<file path="src/rtl/mbist_pkg.sv">
// Shared MBIST definitions: arbiter ownership states, default memory geometry
// and a saturating counter helper used by the optional stall counter.
package mbist_pkg;

    localparam int MBIST_ADDR_W = 8;
    localparam int MBIST_DATA_W = 8;
    localparam int MBIST_RD_LAT = 1;

    localparam logic [15:0] STALL_CNT_MAX = 16'hFFFF;

    typedef enum logic [1:0] {
        ARB_FUNC    = 2'd0,
        ARB_DRAIN   = 2'd1,
        ARB_BIST    = 2'd2,
        ARB_RELEASE = 2'd3
    } arb_state_e;

    function automatic logic [15:0] sat_inc16(input logic [15:0] value);
        return (value == STALL_CNT_MAX) ? value : value + 16'd1;
    endfunction

endpackage

</file>
<file path="src/rtl/mbist_rd_tracker.sv">
// Read-valid shift register for functional reads issued to the SRAM port.
// o_in_flight is high while any issued read has not yet retired.
module mbist_rd_tracker #(
    parameter int RD_LAT = 1
) (
    input  logic CLK,
    input  logic nRESET,
    input  logic i_issue,
    output logic o_rvalid,
    output logic o_in_flight
);

    logic [RD_LAT-1:0] r_valid;
    logic [RD_LAT-1:0] w_shift_in;

    assign w_shift_in[0] = i_issue;

    generate
        for (genvar gi = 1; gi < RD_LAT; gi++) begin : g_stage
            assign w_shift_in[gi] = r_valid[gi-1];
        end
    endgenerate

    always_ff @(posedge CLK or negedge nRESET) begin
        if (!nRESET) begin
            r_valid <= '0;
        end else begin
            r_valid <= w_shift_in;
        end
    end

    assign o_rvalid    = r_valid[RD_LAT-1];
    assign o_in_flight = |r_valid;

endmodule

</file>
<file path="src/rtl/mbist_mem_arbiter.sv">
// Shares the single SRAM port between functional traffic and the MBIST engine.
// Optional macro ARB_STALL_CNT_EN adds a saturating STALL_CNT output.
module mbist_mem_arbiter
    import mbist_pkg::*;
#(
    parameter int ADDR_W = MBIST_ADDR_W,
    parameter int DATA_W = MBIST_DATA_W,
    parameter int RD_LAT = MBIST_RD_LAT
) (
    input  logic              CLK,
    input  logic              nRESET,
    input  logic              MBISTEN,
    output logic              BIST_ACK,
    input  logic              BIST_WRITE,
    input  logic              BIST_READ,
    input  logic [ADDR_W-1:0] BIST_ADDR,
    input  logic [DATA_W-1:0] BIST_DATA,
    output logic [DATA_W-1:0] BIST_RDATA,
    input  logic              FUNC_REQ,
    input  logic              FUNC_WE,
    input  logic [ADDR_W-1:0] FUNC_ADDR,
    input  logic [DATA_W-1:0] FUNC_WDATA,
    output logic              FUNC_GNT,
    output logic              FUNC_RVALID,
    output logic [DATA_W-1:0] FUNC_RDATA,
    output logic              MEM_WRITE,
    output logic              MEM_READ,
    output logic [ADDR_W-1:0] MEM_ADDR,
    output logic [DATA_W-1:0] MEM_WDATA,
    input  logic [DATA_W-1:0] MEM_RDATA
`ifdef ARB_STALL_CNT_EN
    ,
    output logic [15:0]       STALL_CNT
`endif
);

    arb_state_e        r_state;
    logic              r_bist_ack;
    logic              r_mem_write;
    logic              r_mem_read;
    logic [ADDR_W-1:0] r_mem_addr;
    logic [DATA_W-1:0] r_mem_wdata;

    logic              w_gnt;
    logic              w_rvalid;
    logic              w_in_flight;
    logic              w_drained;
    logic              w_bist_sel;

    // MBISTEN wins any tie; grant is also held low while reset is asserted.
    assign w_gnt     = nRESET & FUNC_REQ & (r_state == ARB_FUNC) & ~MBISTEN;
    assign w_drained = ~w_in_flight & ~r_mem_write & ~r_mem_read;
    assign w_bist_sel = (r_state == ARB_BIST);

    always_ff @(posedge CLK or negedge nRESET) begin
        if (!nRESET) begin
            r_state    <= ARB_FUNC;
            r_bist_ack <= 1'b0;
        end else begin
            case (r_state)
                ARB_FUNC: begin
                    if (MBISTEN) begin
                        r_state <= ARB_DRAIN;
                    end
                end
                ARB_DRAIN: begin
                    if (!MBISTEN) begin
                        r_state <= ARB_FUNC;
                    end else if (w_drained) begin
                        r_state    <= ARB_BIST;
                        r_bist_ack <= 1'b1;
                    end
                end
                ARB_BIST: begin
                    if (!MBISTEN) begin
                        r_state    <= ARB_RELEASE;
                        r_bist_ack <= 1'b0;
                    end
                end
                ARB_RELEASE: begin
                    r_state <= ARB_FUNC;
                end
                default: begin
                    r_state    <= ARB_FUNC;
                    r_bist_ack <= 1'b0;
                end
            endcase
        end
    end

    // Granted accesses are presented for exactly one cycle; address/data hold otherwise.
    always_ff @(posedge CLK or negedge nRESET) begin
        if (!nRESET) begin
            r_mem_write <= 1'b0;
            r_mem_read  <= 1'b0;
            r_mem_addr  <= '0;
            r_mem_wdata <= '0;
        end else begin
            r_mem_write <= w_gnt & FUNC_WE;
            r_mem_read  <= w_gnt & ~FUNC_WE;
            if (w_gnt) begin
                r_mem_addr  <= FUNC_ADDR;
                r_mem_wdata <= FUNC_WDATA;
            end
        end
    end

    mbist_rd_tracker #(
        .RD_LAT (RD_LAT)
    ) u_rd_tracker (
        .CLK         (CLK),
        .nRESET      (nRESET),
        .i_issue     (r_mem_read),
        .o_rvalid    (w_rvalid),
        .o_in_flight (w_in_flight)
    );

    // The BIST pass-through is selected by registered state only, so no input-to-select path.
    always_comb begin
        MEM_WRITE = r_mem_write;
        MEM_READ  = r_mem_read;
        MEM_ADDR  = r_mem_addr;
        MEM_WDATA = r_mem_wdata;
        if (w_bist_sel) begin
            MEM_WRITE = BIST_WRITE;
            MEM_READ  = BIST_READ;
            MEM_ADDR  = BIST_ADDR;
            MEM_WDATA = BIST_DATA;
        end
    end

    assign BIST_ACK    = r_bist_ack;
    assign BIST_RDATA  = MEM_RDATA;
    assign FUNC_GNT    = w_gnt;
    assign FUNC_RVALID = w_rvalid;
    assign FUNC_RDATA  = w_rvalid ? MEM_RDATA : '0;

`ifdef ARB_STALL_CNT_EN
    logic [15:0] r_stall_cnt;

    always_ff @(posedge CLK or negedge nRESET) begin
        if (!nRESET) begin
            r_stall_cnt <= 16'd0;
        end else if (FUNC_REQ && !w_gnt) begin
            r_stall_cnt <= sat_inc16(r_stall_cnt);
        end
    end

    assign STALL_CNT = r_stall_cnt;
`endif

endmodule

</file>
<file path="config.mk">
export PLATFORM = sky130hd
export DESIGN_NAME = mbist_mem_arbiter
export DESIGN_NICKNAME = d
export VERILOG_FILES = /design/src/rtl/mbist_pkg.sv /design/src/rtl/mbist_rd_tracker.sv /design/src/rtl/mbist_mem_arbiter.sv
export SDC_FILE = /design/constraint.sdc
export NUM_CORES = 1
export LEC_CHECK = 0
export ABC_CLOCK_PERIOD_IN_PS = 3050
export CAP_MARGIN = 20
export CORE_UTILIZATION = 37
export CTS_CLUSTER_SIZE = 30
export DETAILED_ROUTE_END_ITERATION = 6
export PLACE_DENSITY = 0.92
export SYNTH_ARGS = -nofsm -noshare
export SYNTH_HDL_FRONTEND = slang
export SYNTH_SLANG_ARGS = --single-unit
</file>
<file path="constraint.sdc">
create_clock -name CLK -period 3.05 [get_ports CLK]
set_input_delay 0.7625 -clock CLK [delete_from_list [all_inputs] [get_ports CLK]]
set_output_delay 0.7625 -clock CLK [all_outputs]
set_load 0.01 [all_outputs]
</file>
Word-level counts from Yosys, hierarchy flattened
Index checks and enable logic that the tools add are counted.
{ "totals": {"regBits": 22, "inputBits": 47, "output_inout_bits": 37, "word_cells": 45} }
{ "op_classes": {"eq_ne": 8, "n_mux": 14, "bitwise_logic": 12, "n_reduce_logical": 4} }
{ "ops": {"columns": ["operator", "n"], "rows": [
  ["two-way mux 8 bit", 3],
  ["two-way mux 2 bit", 4],
  ["!= test 2 bit, second input constant", 4],
  ["case mux 2 bit (4 select lines)", 1],
  ["bitwise AND 1 bit", 7],
  ["two-way mux 1 bit", 5],
  ["inverter 1 bit", 5],
  ["equality test 2 bit, second input constant", 2],
  ["AND reduction 4 bit", 1],
  ["!= test 3 bit, second input constant", 1],
  ["AND reduction 3 bit", 1],
  ["equality test 2 x 1 -> 1 bit, second input constant", 1],
  ["logical NOT 2 bit", 1],
  ["case mux 1 bit (2 select lines)", 1],
  ["nonzero test 2 bit", 1]
]} }

Logic depth before layout (Yosys ltp)
Gate-level depths: netlist (run 1).
{ "logic_depth": {"depth_word": 6, "depth_mapped": 5} }

By module
Synthesis (run 1) repeated with hierarchy kept, for this count alone.
{ "hier_totals": {"hier_cells": 91, "hier_area_um2": 1207.4} }
{ "modules_own_cells": {"columns": ["module", "n_inst", "cells_each", "area_each_um2"], "rows": [
  ["mbist_mem_arbiter", 1, 89, 1174.9],
  ["mbist_rd_tracker", 1, 2, 32.5]
]} }

Least setup slack after synthesis (run 1)
Ideal clock, no wire load.
{ "synth_timing": {"path_type": "input-to-output", "from": "input MBISTEN", "to": "output FUNC_GNT", "t_arrival_ns": 1.499, "slack_ns": 0.789, "stages": 2, "path_buffers": 1, "cell_sequence": "nor4_4 > buf_6"} }
{ "synth_between": {"elab_chain_cells": 2} }
{ "synth_lines": {"columns": ["item", "line_no", "rtl"], "rows": [
  ["start: declaration", "mbist_mem_arbiter.sv:12", "input logic MBISTEN,"],
  ["inverter 1 bit", "mbist_mem_arbiter.sv:51", "assign w_gnt = nRESET & FUNC_REQ & (r_state == ARB_FUNC) & ~MBISTEN;"],
  ["bitwise AND 1 bit", "mbist_mem_arbiter.sv:51", null],
  ["end: declaration", "mbist_mem_arbiter.sv:23", "output logic FUNC_GNT,"]
]} }
No other way between the ends.

Worst setup path in the final report (run 1)
Same ends and word-level chain as after synthesis.

==> impl_metrics.yaml, run 1 <==
run_status:
  status: "finished, final reports clean"
place:
  dp.final_hpwl_mm: 2.52
  port_buffers: 83
  dp_cells: 243
  place.gp.congestion: 0.645
  pre_cts_ws_ns: 0.0922
worst_setup_path:
  crit_slowest_cell: "clkdlybuf4s50_1"
  r2r_cells: 3
  crit_type: "input port to output pin"
  worstPathRequired_ns: 2.29
  cp_max_fo: 2
  crit_family: "buffers and inverters"
  cp_common_cell: "clkdlybuf4s50_1"
  startpoint_type: "input port"
  slowest_delay_ns: 0.60
  endpoint_kind: "output pin"
  worst-path-buf-inv: 2
  cp_cell_sequence: "clkdlybuf4s50_1, nor4_4, clkdlybuf4s50_1"
  crit_arrival_ns: 2.23
  cp.depth: 3
min_path:
  holdPathStages: 0
  hold_path_class: "flip-flop to flip-flop"
sta:
  timing.final.crit_share_pct: 98.2
  final_max_slew_viol_count: 0
  hold_viol_final: 0
  setup_viol: 0
  period_needed_ns: 3.00
  tightest_slew_ns: 0.433
  tns_ns: 0
  rsz0062_at_grt: "false"
  finalWorstSetupSlack_ns: 0.0549
  fmax_ghz: 0.334
  skew_ns: 0.00387
  relSlewSlack_pct: 70.7
cells_and_area:
  drive_above_1_share_pct: 13.2
  multi_input_area_um2: 528
  final_util_pct: 70.8
  num-fill-cells: 233
  fin_nets: 253
  num_antenna_cells: 0
  regArea_um2: 551
  stdcell_count: 247
  syn_to_final_growth_pct: 74.9
yosys:
  muxShareOfSynthArea_pct: 15.5
  synth.cell_area_um2: 1160
  synthTopCellsByArea: "dfrtp_1 47%, nand2_1 18%, mux2_2 15%, buf_4 5.2%, and2_1 4.8%"
  synth_top_family_by_area: "simple AND/OR/NAND/NOR gates"
  syn_avg_cell_area_um2: 9.24
  synth_warnings: 0
  ys_seq_elements: 22
  synth.distinct_cells: 16
  synth_compound_area_share_pct: 0.968
  synth_fp_nets: 173
  synth_adder_area_share_pct: 0
  synth-simple-area-share_pct: 28.7
  synthXorXnorAreaFrac_pct: 0
  synth_seq_area_share_pct: 47.3
  yosysTopAreaCell: "dfrtp_1"
  synthCells: 126
  synth_top_area_share_pct: 47.3
power_and_ir_drop:
  power_density_nw_per_um2: 747
  p_clk_share_pct: 10.4
  ir_drop_uv: 679
  pwr-share-seq_pct: 32.8
  total_power_mw: 1.52
  p_leak_nw: 0.909
  p_switching_uw: 524
  sw_frac_of_total_pct: 34.4
  power_frac_comb_pct: 56.7
  p_int_uw: 997
floorplan:
  die-width_um: 58.1
  start_util_pct: 40.5
  io_pins: 84
  die_area_um2: 3370
  coreArea_um2: 2880
  core.rowCount: 19
  die_h_um: 58.1
clock_network:
  cts_tree: "done"
  cts_inserted_buffers: 3
  htreeDepth: 1
  cts-root-buf: "clkbuf_4"
  postCtsSetupRepairBufs: 0
  clockBufferDepth: 2
  clock_sinks: 22
  post_cts_resized: 0
  clk_pin_slew_ns: 0.11
  cts-hold-fix-buffers: 0
  clkLatencyLatePin_ns: 0.30
detailed_routing:
  drc: 0
  antenna_left: 0
  routedWlPerCell_um: 12.7
  vias: 1147
  viasPerCell: 4.64
  routed_wl_mm: 3.13
  drtIter0Drc: 12
  first_pass_iters: 4
grt:
  grt_use_total_pct: 20.1
  grt_max_degree: 23
  grt_pass1_wl_mm: 5.04
  antenna_found_initial: 0
  grt_pass1_vias: 1214
  overflow: 0
flow_run:
  maxCapViolCount: 0
[logic make-up (layout without fill, tap and decap cells)]
group | after synthesis | in the layout
AOI/OAI and AO/OA | 2 | 2
buffers and inverters | 13 | 92
DFF | 22 | 22
muxes | 16 | 16
and+or+nand+nor | 73 | 73
[flip-flops by register name, summed over array words and instances (netlist names), named ones only]
register and count:
r_mem_wdata 8, BIST_ACK 1, r_mem_addr 8, u_rd_tracker.o_in_flight 1
r_mem_write 1, r_state 1, r_mem_read 1
[area by class of cell]
class                           instances  area share (%)
Clock buffer                            4            1.78
Multi-Input combinational cell         91            25.9
Sequential cell                        22            27.0
Tap cell                               42            2.58
Timing Repair Buffer                   88            42.7
[cell usage in the layout, fill, tap and decap left out, drive strengths merged]
cell / instances
clkdlybuf4s50: 83
nand2: 57
dfrtp: 22
mux2: 16
and2: 9
buf: 5
clkbuf: 4
nor2b: 2
nand2b: 1
nor4: 1
nor4b: 1
or2b: 1
o22ai: 1
nand3b: 1
o21ai: 1
[metrics by stage]
stage / instance area [um^2] / hold slack, ns
2_1_floorplan: 1160 / 0.375
3_3_place_gp: 2000 / 0.387
3_5_place_dp: 2000 / 0.393
4_1_cts: 2030 / 0.419
5_1_grt: 2040 / 0.445
6_report: 2040 / 0.421
[cell usage after synthesis]
| cell type | count |
|---|---|
| nor2b_1 | 2 |
| o22ai_1 | 1 |
| and2_1 | 9 |
| buf_2 | 1 |
| nor4_4 | 1 |
| clkbuf_1 | 3 |
| nand3b_1 | 1 |
| buf_6 | 1 |
| buf_4 | 8 |
| dfrtp_1 | 22 |
| nor4b_1 | 1 |
| nand2b_1 | 1 |
| mux2_2 | 16 |
| o21ai_0 | 1 |
| nand2_1 | 57 |
| or2b_1 | 1 |
[power by group through the flow]
stage / combinational [mW] / sequential (mW) / clock, mW
after floorplan: 0.419 / 0.483 / 0
after global placement: 0.835 / 0.492 / 0
after detailed placement: 0.867 / 0.506 / 0
after CTS: 0.871 / 0.500 / 0.163
after global routing: 0.940 / 0.516 / 0.182
final: 0.863 / 0.499 / 0.158
[worst paths after layout]
check                      slack [ns]                       end        from
max in group asynchronous        2.00            r_mem_wdata[3]      nRESET
min in group asynchronous        0.83             r_mem_addr[1]      nRESET
min reg2reg                      0.42  u_rd_tracker.o_in_flight  r_mem_read
max                              0.05                  FUNC_GNT     MBISTEN
max reg2reg                      1.49             r_mem_addr[3]  r_state[0]
min                              0.42  u_rd_tracker.o_in_flight  r_mem_read
[per-layer routing]
metal | track usage [%] | wire length [um]
met1 | 19.4 | 1130
met2 | 39.7 | 1720
met3 | 5.58 | 245
met4 | 7.82 | 35
met5 | 0 | 0
(Power assumes the default switching activity.)
==> inputs of run 2 (changes only) <==
--- a/config.mk
+++ b/config.mk
@@ -8,9 +8,11 @@
 export ABC_CLOCK_PERIOD_IN_PS = 3050
 export CAP_MARGIN = 20
 export CORE_UTILIZATION = 37
+export CTS_CLUSTER_DIAMETER = 100
 export CTS_CLUSTER_SIZE = 30
 export DETAILED_ROUTE_END_ITERATION = 6
 export PLACE_DENSITY = 0.92
+export RECOVER_POWER = 25
 export SYNTH_ARGS = -nofsm -noshare
 export SYNTH_HDL_FRONTEND = slang
 export SYNTH_SLANG_ARGS = --single-unit
==> run 2 against run 1 <==
  * Via count is essentially flat
  * Flip-flop and latch count is the same
  * Core utilization shrank 0.13 points
  * Worst hold slack lost 0.0010 ns
  * Count of clock-buffer cells in the layout is the same
  * Fmax is essentially flat
  * Register-to-register slack is essentially flat
  * Non-clock buffer count is the same
  * Sequential share of layout area is essentially flat
  * Total power is essentially flat
==> impl_metrics.yaml, run 2 (synthesis gave the netlist of run 1 again) <==
run_status:
  status: "finished, final reports clean"
grt:
  antenna_found_initial: 0
  grt_pass1_wl_mm: 5.04
  overflow: 0
  grt_pass1_vias: 1214
  grt_use_total_pct: 20.1
  grt_max_degree: 23
worst_setup_path:
  startpoint_type: "input port"
  crit_family: "buffers and inverters"
  regToRegEndpoint: "r_mem_addr[3]"
  crit_slowest_cell: "clkdlybuf4s50_1"
  slowest_delay_ns: 0.60
  r2r_cells: 3
  crit_start: "MBISTEN"
  worstPathRequired_ns: 2.29
  cp.depth: 3
  cp_cell_sequence: "clkdlybuf4s50_1, nor4_4, clkdlybuf4s50_1"
  crit_end: "FUNC_GNT"
  crit_arrival_ns: 2.23
  crit_type: "input port to output pin"
  cp_max_fo: 2
  reg2reg_from: "r_state[0]"
  worst-path-buf-inv: 2
  endpoint_kind: "output pin"
  cp_common_cell: "clkdlybuf4s50_1"
  r2r_slack_ns: 1.49
cells_and_area:
  stdcell_count: 247
  final_util_pct: 70.6
  fin_nets: 253
  drive_above_1_share_pct: 12.7
  largestRegisters: "r_mem_addr x8, r_mem_wdata x8"
  num_antenna_cells: 0
  final_cell_mix: "83 x clkdlybuf4s50_1, 57 x nand2_1, 22 x dfrtp_1"
  syn_to_final_growth_pct: 74.6
  layout_commonest_cell: "clkdlybuf4s50_1"
min_path:
  hold_path_class: "flip-flop to flip-flop"
  holdPathStages: 0
  min_from: "r_mem_read"
power_and_ir_drop:
  ir_drop_uv: 678
  p_leak_nw: 0.906
  power_density_nw_per_um2: 748
clock_network:
  clk_pin_slew_ns: 0.11
  clkLatencyLatePin_ns: 0.31
  htreeDepth: 1
  cts_tree: "done"
  clockBufferDepth: 2
  cts-root-buf: "clkbuf_4"
  cts-hold-fix-buffers: 0
  clock_sinks: 22
  cts_inserted_buffers: 3
sta:
  timing.final.crit_share_pct: 98.1
  final_max_slew_viol_count: 0
  tns_ns: 0
  fmax_ghz: 0.334
  period_needed_ns: 2.99
  rsz0062_at_grt: "false"
  tightest_slew_ns: 1.16
  setup_viol: 0
  relSlewSlack_pct: 22.9
  skew_ns: 0.00412
  hold_viol_final: 0
detailed_routing:
  vias: 1148
  drc: 0
  drtIter0Drc: 12
  first_pass_iters: 4
  viasPerCell: 4.65
  antenna_left: 0
  routed_wl_mm: 3.13
  routedWlPerCell_um: 12.7
place:
  place.gp.congestion: 0.645
  port_buffers: 83
  dp.final_hpwl_mm: 2.52
  dp_cells: 243
floorplan:
  die_h_um: 58.1
  die-width_um: 58.1
  die_area_um2: 3370
  coreArea_um2: 2880
  io_pins: 84
  start_util_pct: 40.5
  core.rowCount: 19
flow_run:
  maxCapViolCount: 0
## run 2: changes by cell type in the layout (fill, tap and decap cells not counted)
cell,delta
buf_4,-1
clkbuf_1,+1
## run 2: final cells by class
| type | count | area [um^2] |
|---|---|---|
| clock buffers | 4 | 36.3 |
| fillers | 233 | 845 |
| multi-input cells | 91 | 528 |
| flip-flops and latches | 22 | 551 |
| well taps | 42 | 52.6 |
| repair buffers | 88 | 865 |
## run 2: power breakdown
part	internal, mW	total (mW)	switching [mW]
Combinational	0.505	0.862	0.357
Sequential	0.418	0.499	0.0812
Clock	0.0729	0.159	0.0857
## run 2: worst min path at each step
stage                                to
3_3_place_gp   u_rd_tracker.o_in_flight
6_report       u_rd_tracker.o_in_flight
4_1_cts        u_rd_tracker.o_in_flight
3_5_place_dp   u_rd_tracker.o_in_flight
2_1_floorplan  u_rd_tracker.o_in_flight
5_1_grt        u_rd_tracker.o_in_flight
## run 2: worst register-to-register path, stage by stage, from the launching register on
cell	delay, ns
dfrtp_1	0.45
nor4_4	0.33
buf_4	0.30
mux2_2	0.37
## run 2: routing by layer
layer / track usage [%] / share of wire, % / wire length, um
met1: 19.4 / 37 / 1150
met2: 39.7 / 55 / 1710
met3: 5.58 / 7.4 / 233
met4: 7.82 / 1.1 / 34
met5: 0 / 0 / 0
## run 2: what timing repair did
| item | in CTS | in global routing |
|---|---|---|
| endpoints found under the setup margin | 0 | 18 |
| resized for setup | 0 | 1 |
| setup buffers | 0 | 0 |
## run 2: metrics by stage
stage	hold WS, ns	area [um^2]	setup WS, ns	power, mW
after global placement	0.387	2000	0.0969	1.33
after detailed placement	0.393	2000	0.0922	1.37
after floorplan	0.375	1160	0.789	0.901
final	0.420	2030	0.0572	1.52
after CTS	0.419	2030	0.0404	1.53
after global routing	0.445	2030	0.00396	1.64
==> inputs of run 3 (changes only) <==
--- a/config.mk
+++ b/config.mk
@@ -5,7 +5,6 @@
 export SDC_FILE = /design/constraint.sdc
 export NUM_CORES = 1
 export LEC_CHECK = 0
-export ABC_CLOCK_PERIOD_IN_PS = 3050
 export CAP_MARGIN = 20
 export CORE_UTILIZATION = 37
 export CTS_CLUSTER_DIAMETER = 100
@@ -13,6 +12,7 @@
 export DETAILED_ROUTE_END_ITERATION = 6
 export PLACE_DENSITY = 0.92
 export RECOVER_POWER = 25
+export SLEW_MARGIN = 5
 export SYNTH_ARGS = -nofsm -noshare
 export SYNTH_HDL_FRONTEND = slang
 export SYNTH_SLANG_ARGS = --single-unit
==> results of run 3 <==
Final layout, timing and power as in run 2 (identical DEF).
